File: src/rtl/alu_share_arb.sv
// Two-port arbiter/sequencer for the shared 16-bit LC-3b ALU.
// Define ALU_ARB_RR_EN for round-robin arbitration (default: fixed priority to port 0).
module alu_share_arb (
    input  logic        clk,
    input  logic        rst_n,
    input  logic        req_valid_0,
    input  logic        req_valid_1,
    output logic        req_ready_0,
    output logic        req_ready_1,
    input  logic [15:0] req_a_0,
    input  logic [15:0] req_a_1,
    input  logic [15:0] req_b_0,
    input  logic [15:0] req_b_1,
    input  logic [1:0]  req_op_0,
    input  logic [1:0]  req_op_1,
    output logic        rsp_valid_0,
    output logic        rsp_valid_1,
    input  logic        rsp_ready_0,
    input  logic        rsp_ready_1,
    output logic [15:0] rsp_res_0,
    output logic [15:0] rsp_res_1,
    output logic [15:0] alu_a,
    output logic [15:0] alu_b,
    output logic [1:0]  alu_op,
    input  logic [15:0] alu_res,
    output logic        busy
);

    typedef enum logic [1:0] {
        IDLE = 2'd0,
        EXEC = 2'd1,
        RESP = 2'd2
    } state_t;

    state_t state;
    logic   owner;
    logic   grant_0;
    logic   grant_1;

`ifdef ALU_ARB_RR_EN
    logic   ptr;

    // Grant in IDLE only; the pointer breaks ties between two valid requests
    always_comb begin
        grant_0 = 1'b0;
        grant_1 = 1'b0;
        if (state == IDLE) begin
            grant_0 = req_valid_0 & (~req_valid_1 | ~ptr);
            grant_1 = req_valid_1 & (~req_valid_0 | ptr);
        end
    end

    // After a grant the pointer favours the requester that lost
    always_ff @(posedge clk or negedge rst_n) begin
        if (!rst_n) begin
            ptr <= 1'b0;
        end else if (grant_0) begin
            ptr <= 1'b1;
        end else if (grant_1) begin
            ptr <= 1'b0;
        end
    end
`else
    // Grant in IDLE only; port 0 always wins a tie
    always_comb begin
        grant_0 = 1'b0;
        grant_1 = 1'b0;
        if (state == IDLE) begin
            grant_0 = req_valid_0;
            grant_1 = req_valid_1 & ~req_valid_0;
        end
    end
`endif

    assign req_ready_0 = grant_0;
    assign req_ready_1 = grant_1;
    assign busy        = (state != IDLE);

    // Sequencer: latch operands, run the ALU one cycle, hold the result until taken
    always_ff @(posedge clk or negedge rst_n) begin
        if (!rst_n) begin
            state       <= IDLE;
            owner       <= 1'b0;
            alu_a       <= 16'h0000;
            alu_b       <= 16'h0000;
            alu_op      <= 2'b00;
            rsp_valid_0 <= 1'b0;
            rsp_valid_1 <= 1'b0;
            rsp_res_0   <= 16'h0000;
            rsp_res_1   <= 16'h0000;
        end else begin
            unique case (state)
                IDLE: begin
                    if (grant_0) begin
                        alu_a  <= req_a_0;
                        alu_b  <= req_b_0;
                        alu_op <= req_op_0;
                        owner  <= 1'b0;
                        state  <= EXEC;
                    end else if (grant_1) begin
                        alu_a  <= req_a_1;
                        alu_b  <= req_b_1;
                        alu_op <= req_op_1;
                        owner  <= 1'b1;
                        state  <= EXEC;
                    end
                end
                EXEC: begin
                    if (owner) begin
                        rsp_res_1   <= alu_res;
                        rsp_valid_1 <= 1'b1;
                    end else begin
                        rsp_res_0   <= alu_res;
                        rsp_valid_0 <= 1'b1;
                    end
                    state <= RESP;
                end
                RESP: begin
                    if (!owner && rsp_ready_0) begin
                        rsp_valid_0 <= 1'b0;
                        state       <= IDLE;
                    end else if (owner && rsp_ready_1) begin
                        rsp_valid_1 <= 1'b0;
                        state       <= IDLE;
                    end
                end
                default: begin
                    state <= IDLE;
                end
            endcase
        end
    end

endmodule

File: config.mk
export PLATFORM = sky130hd
export DESIGN_NAME = alu_share_arb
export DESIGN_NICKNAME = d
export VERILOG_FILES = /design/src/rtl/alu_share_arb.sv
export SDC_FILE = /design/constraint.sdc
export NUM_CORES = 1
export LEC_CHECK = 0
export ABC_CLOCK_PERIOD_IN_PS = 4150
export CAP_MARGIN = 10
export CORE_AREA = 2 2 85 104
export DETAILED_ROUTE_END_ITERATION = 10
export DIE_AREA = 0 0 87 106
export PLACE_DENSITY = 0.79
export SYNTH_ARGS = -nofsm -noshare
export SYNTH_HDL_FRONTEND = slang
export SYNTH_SLANG_ARGS = --single-unit
File: constraint.sdc
create_clock -name clk -period 4.15 [get_ports clk]
set_clock_uncertainty 0.15 [all_clocks]
set_input_delay 0.6225 -clock clk [delete_from_list [all_inputs] [get_ports clk]]
set_output_delay 0.6225 -clock clk [all_outputs]
set_load 0.01 [all_outputs]
==> flow_metrics.env, run 1 <==
export IMPL_min_path_type="input port to asynchronous set/reset pin"
export IMPL_initial_utilization_pct=38.82
export IMPL_reg2regPathDepth=4
export IMPL_holdBufCountCts=0
export IMPL_cts_sinks=71
export IMPL_synth_enable_flop_cells=0
export IMPL_ys_dominant_reg_cell="dfrtp_1"
export IMPL_layout_drive_gt1_share_pct=33.42
export IMPL_detailedRoute_firstIterationViolations=49
export IMPL_r2r_slack_ps=1960
export IMPL_finalWeightedCongestion=0.6908
export IMPL_setup_tns_ps=0
export IMPL_yosys_warnings=0
export IMPL_detailroute_via_count=2242
export IMPL_synth_fp_nets=292
export IMPL_finalPower_mw=3.641
export IMPL_post_route_worst_setup_slack_ps=1514
export IMPL_cp_data_arrival_time_ps=1860
export IMPL_finish_cell_count_without_fillers=468
export IMPL_drt_wirelength_per_cell_um=15.50
export IMPL_numPortBuffers=160
export IMPL_detailedPlace_worstSlack_ps=1381
export IMPL_antenna_violating_nets_post_route=0
export IMPL_cts_made_buffers=9
export IMPL_worst_setup_path_end_kind="primary output"
export IMPL_critical_path_required_ps=3380
export IMPL_fin_nets=456
export IMPL_largest_net_degree_at_the_start_of_global_routing=38
export IMPL_fmax_mhz=379.4
export IMPL_cts_post_setup_buffers_inserted=0
export IMPL_timing_worst_slew_pin_value_ps=766.9
export IMPL_max_cap_violations=0
export IMPL_drt_pass1_iter_count=2
export IMPL_peak_supply_drop_uv=356.1
export IMPL_power_per_cell_area_nw_per_um2=714.8
export IMPL_maxSlewViolCount=0
export IMPL_tritoncts="yes"
export IMPL_crit_type="input port to primary output"
export IMPL_antennaDiodeCount=0
export IMPL_cts_htree_levels=3
export IMPL_relative_area_change_from_synthesis_to_final_layout_pct=58.34
export IMPL_place_detailed_instances=452
export IMPL_wl_um=7255
export IMPL_chipHeight_um=106
export IMPL_mappedNetlistArea_um2=3217
export IMPL_outcome="finished clean"
export IMPL_synth_ff_latch_count=71
export IMPL_finalHoldViolCount=0
export IMPL_static_leakage_power_nw=2.131
export IMPL_drt_vias_per_instance=4.791
export IMPL_clock_path_buffers=2
export IMPL_final_period_utilization_pct=63.52
export IMPL_yosysSeqAreaShare_pct=55.23
export IMPL_clock_root_buffer="clkbuf_8"
export IMPL_global_route_usage_sum_pct=16.40
export IMPL_cts_resized=0
export IMPL_finalSetupViolations=0
export IMPL_maxSlewHeadroom_pct=48.88
export IMPL_dp_hpwl_um=5443
export IMPL_die_x_um=87
export IMPL_netlist_cell_type_count=22
export IMPL_insertion_delay_ps=330
export IMPL_worst_path_clk_slew_ps=80
export IMPL_design_die_area_um2=9222
export IMPL_synth_cells=202
export IMPL_avgSynthCellArea_um2=15.92
export IMPL_drc=0
export IMPL_first_global_vias=2510
export IMPL_initial_antenna_violation_count=0
export IMPL_startpoint_type="input port"
export IMPL_final_core_util_pct=61.47
export IMPL_core_area_um2=8287
export IMPL_synth_async_reset_ratio_pct=100.0
export IMPL_fp_row_count=37
export IMPL_worstReg2RegStart="state[0]"
export IMPL_critical_path_reg2reg_endpoint="alu_a[7]"
export IMPL_wire_length_of_the_first_global_routing_pass_um=11850
export IMPL_grt_setup_unrepaired="no"
export IMPL_sum_of_overflow_across_all_layers_after_global_routing=0
export IMPL_crit_path_max_fanout=37
export IMPL_floorplan_io_pins=161
export IMPL_final_min_clock_period_ps=2636
export IMPL_n_fill_cell=644
==> flip-flops by register name (all words and copies together), names as in the netlist <==
register     flops
owner            1
rsp_res_0       16
rsp_valid_0      1
alu_a           16
state            2
rsp_valid_1      1
rsp_res_1       16
alu_b           16
alu_op           2
==> critical path: stages <==
cell and delay [ps]:
buf_2 80, buf_4 410, and2_1 220, clkdlybuf4s50_1 530
==> synthesized netlist by cell type, drive strengths merged (2+ instances only) <==
| cell | n | area, µm² |
|---|---|---|
| nor2 | 4 | 25.03 |
| nand2 | 4 | 15.01 |
| nand3b | 2 | 18.77 |
| nand3 | 2 | 10.01 |
| buf | 10 | 80.07 |
| mux2 | 100 | 1235 |
| dfrtp | 71 | 1777 |
==> layout by cell type (no fill, tap or decap) <==
cell type          n
dfrtp_1           71
a21oi_1            1
nand3_1            2
mux2_2            71
clkbuf_8           9
a211o_1            1
mux2_4            29
nor2_4             1
nand2_1            4
o21ai_0            1
clkbuf_1           1
inv_6              2
nor2b_1            1
nand2b_1           1
buf_4              3
nor2_1             2
buf_2              2
and2_1             1
clkdlybuf4s50_1  158
nor2_2             1
inv_1              1
nand3b_2           1
clkinvlp_4         2
nand3b_1           1
o21a_2             1
bufinv_16          2
a21boi_0           1
==> per-layer routing <==
| metal | share of wire (%) | wire [µm] | vias to the layer above | global-route usage, % |
|---|---|---|---|---|
| met5 | 0 | 0 | - | 0 |
| met4 | 1.9 | 141 | 0 | 6.585 |
| met3 | 7.0 | 508 | 12 | 4.193 |
| met2 | 51 | 3701 | 95 | 27.75 |
| met1 | 40 | 2904 | 1090 | 19.65 |
| li1 | - | - | 1045 | - |
==> worst max-delay path by stage <==
stage,cells past startpoint,slack [ps],startpoint,end
2_1_floorplan,3,2160,req_valid_0,req_ready_0
3_3_place_gp,5,1450,req_valid_0,alu_a[7]
3_5_place_dp,5,1380,req_valid_0,alu_a[7]
4_1_cts,4,1510,req_valid_0,req_ready_0
5_1_grt,4,1440,req_valid_0,req_ready_0
6_report,4,1510,req_valid_0,req_ready_0
==> stage by stage <==
step                hold WS (ps)  area (µm²)
floorplan                  176.9        3217
global placement           337.2        4873
detailed placement         342.6        4873
CTS                        225.5        5094
global route               266.3        5094
finish                     207.2        5094
==> power by group <==
part / internal (mW) / total, mW / switching [mW]
clock network: 0.343 / 0.596 / 0.254
registers: 1.05 / 1.26 / 0.211
logic: 1.17 / 1.79 / 0.619
total: 2.56 / 3.64 / 1.08
==> final cells by class <==
cell class	instances	area, µm²	share of cell area [%]
Sequential cell	71	1777	34.88
Timing Repair Buffer	163	1614	31.69
Multi-Input combinational cell	120	1358	26.65
Clock buffer	10	127.6	2.506
Tap cell	97	121.4	2.383
Clock inverter	6	92.59	1.818
Inverter	1	3.754	0.07369
==> cell families after synthesis <==
| kind of cell | after synthesis | share of synthesized area (%) |
|---|---|---|
| and+or+nand+nor | 15 | 2.723 |
| buffers and inverters | 11 | 2.606 |
| DFF | 71 | 55.23 |
| muxes | 100 | 38.39 |
| AOI/OAI and AO/OA | 5 | 1.050 |
No activity file was read; power rests on OpenSTA's default activity.
==> run 2, diff against run 1 <==
- ABC_CLOCK_PERIOD_IN_PS: 4150 -> 2200
- CORE_AREA: 2 2 85 104 -> 2 2 90 109
- DIE_AREA: 0 0 87 106 -> 0 0 92 111
- PLACE_DENSITY: 0.79 -> 0.75
- clock period: 4.15 -> 2.2 ns (I/O delays scaled with it)
==> flow_metrics.env, run 2 (synthesized netlist as in run 1, its figures left out) <==
export IMPL_outcome="finished clean"
export IMPL_detailroute_via_count=2228
export IMPL_hold_path_depth=3
export IMPL_design_die_area_um2=10210
export IMPL_place_detailed_instances=479
export IMPL_leading_cell_types_in_the_layout_fill_and_taps_excluded="clkdlybuf4s50_1 (157), mux2_2 (71), dfrtp_1 (70)"
export IMPL_dp_hpwl_um=5243
export IMPL_fin_nets=458
export IMPL_crit_chain="nor2_4, nand2_1, nor2_1, clkdlybuf4s50_1"
export IMPL_maxSlewHeadroom_pct=65.79
export IMPL_critical_path_required_ps=1720
export IMPL_cp_data_arrival_time_ps=1610
export IMPL_die_x_um=92
export IMPL_cts_htree_levels=3
export IMPL_crit_path_max_fanout=6
export IMPL_cts_made_buffers=9
export IMPL_floorplan_io_pins=161
export IMPL_clock_path_buffers=2
export IMPL_numPortBuffers=160
export IMPL_critPathTopFamily="buffers and inverters"
export IMPL_min_path_type="input port to flip-flop"
export IMPL_finalHoldViolCount=0
export IMPL_max_cap_violations=0
export IMPL_maxSlewViolCount=0
export IMPL_p_seq_share_pct=32.9
export IMPL_wire_length_of_the_first_global_routing_pass_um=12100
export IMPL_power_frac_clock_pct=19.5
export IMPL_drt_vias_per_instance=4.492
export IMPL_clock_root_buffer="clkbuf_16"
export IMPL_peak_supply_drop_uv=561.0
export IMPL_worst_path_stages=4
export IMPL_sum_of_overflow_across_all_layers_after_global_routing=0
export IMPL_finalSetupViolations=0
export IMPL_worst_path_clk_slew_ps=50
export IMPL_power_report_internal_total_mw=5.149
export IMPL_power_per_cell_area_nw_per_um2=1367
export IMPL_antennaDiodeCount=0
export IMPL_global_route_usage_sum_pct=15.00
export IMPL_fp_row_count=39
export IMPL_finalPower_mw=7.219
export IMPL_fmax_mhz=477.4
export IMPL_detailedRoute_firstIterationViolations=47
export IMPL_worst_setup_path_end_kind="primary output"
export IMPL_finalWeightedCongestion=0.7049
export IMPL_drt_wirelength_per_cell_um=14.51
export IMPL_n_fill_cell=781
export IMPL_drt_pass1_iter_count=4
export IMPL_drc=0
export IMPL_antenna_violating_nets_post_route=0
export IMPL_hold_slack_ps=271.8
export IMPL_path_buf_inv=1
export IMPL_insertion_delay_ps=310
export IMPL_largest_net_degree_at_the_start_of_global_routing=72
export IMPL_final_min_clock_period_ps=2095
export IMPL_tritoncts="yes"
export IMPL_wl_um=7199
export IMPL_sw_frac_of_total_pct=28.68
export IMPL_mostFrequentLayoutCell="clkdlybuf4s50_1"
export IMPL_relative_area_change_from_synthesis_to_final_layout_pct=64.18
export IMPL_initial_utilization_pct=34.70
export IMPL_finish_cell_count_without_fillers=496
export IMPL_chipHeight_um=111
export IMPL_reg2regPathDepth=3
export IMPL_core_area_um2=9271
export IMPL_r2r_slack_ps=440
export IMPL_layout_drive_gt1_share_pct=34.05
export IMPL_static_leakage_power_nw=2.212
export IMPL_initial_antenna_violation_count=0
export IMPL_timing_worst_slew_pin_value_ps=512.0
export IMPL_combPwrFrac_pct=47.6
export IMPL_critical_path_max_stage_delay_ps=530
export IMPL_first_global_vias=2476
export IMPL_power_switching_mw=2.071
export IMPL_startpoint_type="flip-flop"
export IMPL_cts_sinks=71
export IMPL_slowest_stage_cell_on_the_critical_path="clkdlybuf4s50_1"
export IMPL_crit_type="flip-flop to primary output"
export IMPL_final_period_utilization_pct=95.22
## run 2: repair_timing
| item | 4_1_cts | 5_1_grt |
|---|---|---|
| hold buffers | 1 | 0 |
| setup endpoints to repair | 0 | 2 |
| gates resized for setup | 0 | 3 |
| hold endpoints to repair | 71 | 0 |
| setup buffers | 0 | 0 |
## run 2: worst min-delay path, delay by kind of cell
family,cells,cell delay [ps]
AND/OR/NAND/NOR,2,210
buffers and inverters,1,150
## run 2: final timing paths
kind	from	end
worst max-delay path	state[0]	req_ready_1
max in group asynchronous	rst_n	alu_a[12]
min in group asynchronous	rst_n	rsp_res_0[4]
worst max register to register	state[1]	rsp_res_0[3]
worst min register to register	rsp_res_1[13]	rsp_res_1[13]
worst min-delay path	req_valid_0	owner
## run 2: per-layer routing
layer / vias up / wire, µm / GRT usage, %
li1: 1051 / - / -
met1: 1090 / 2920 / 17.63
met2: 82 / 3803 / 25.78
met3: 5 / 439 / 5.778
met4: 0 / 36 / 3.582
met5: - / 0 / 0
## run 2: layout make-up
class                      instances  area (µm²)  share of cell area, %
sequential                        71        1778                  33.67
timing repair buffer             165        1684                  31.89
multi-input combinational        120        1363                  25.80
clock buffer                      10       239.0                  4.525
tap                              123       153.9                  2.914
clock inverter                     6       60.06                  1.137
inverter                           1       3.754                0.07107
## run 2: stage by stage
stage | util [%] | TNS [ps] | worst slack [ps] | cell area [µm²]
CTS | 56.87 | 0 | 9.506 | 5273
global placement | 53.54 | 0 | 226.9 | 4964
finish | 56.96 | 0 | 105.2 | 5281
floorplan | - | 0 | 590.2 | 3217
global route | 56.96 | -15.67 | -15.67 | 5281
detailed placement | 53.54 | 0 | 210.4 | 4964
## run 2: power groups by stage
stage                     Combinational, mW  Sequential, mW  Clock, mW
after floorplan                        1.45            2.65          0
after global placement                 3.44            2.36          0
after CTS                              3.50            2.38       1.45
after detailed placement               3.49            2.38          0
after global routing                   3.67            2.47       1.53
final                                  3.44            2.38       1.40
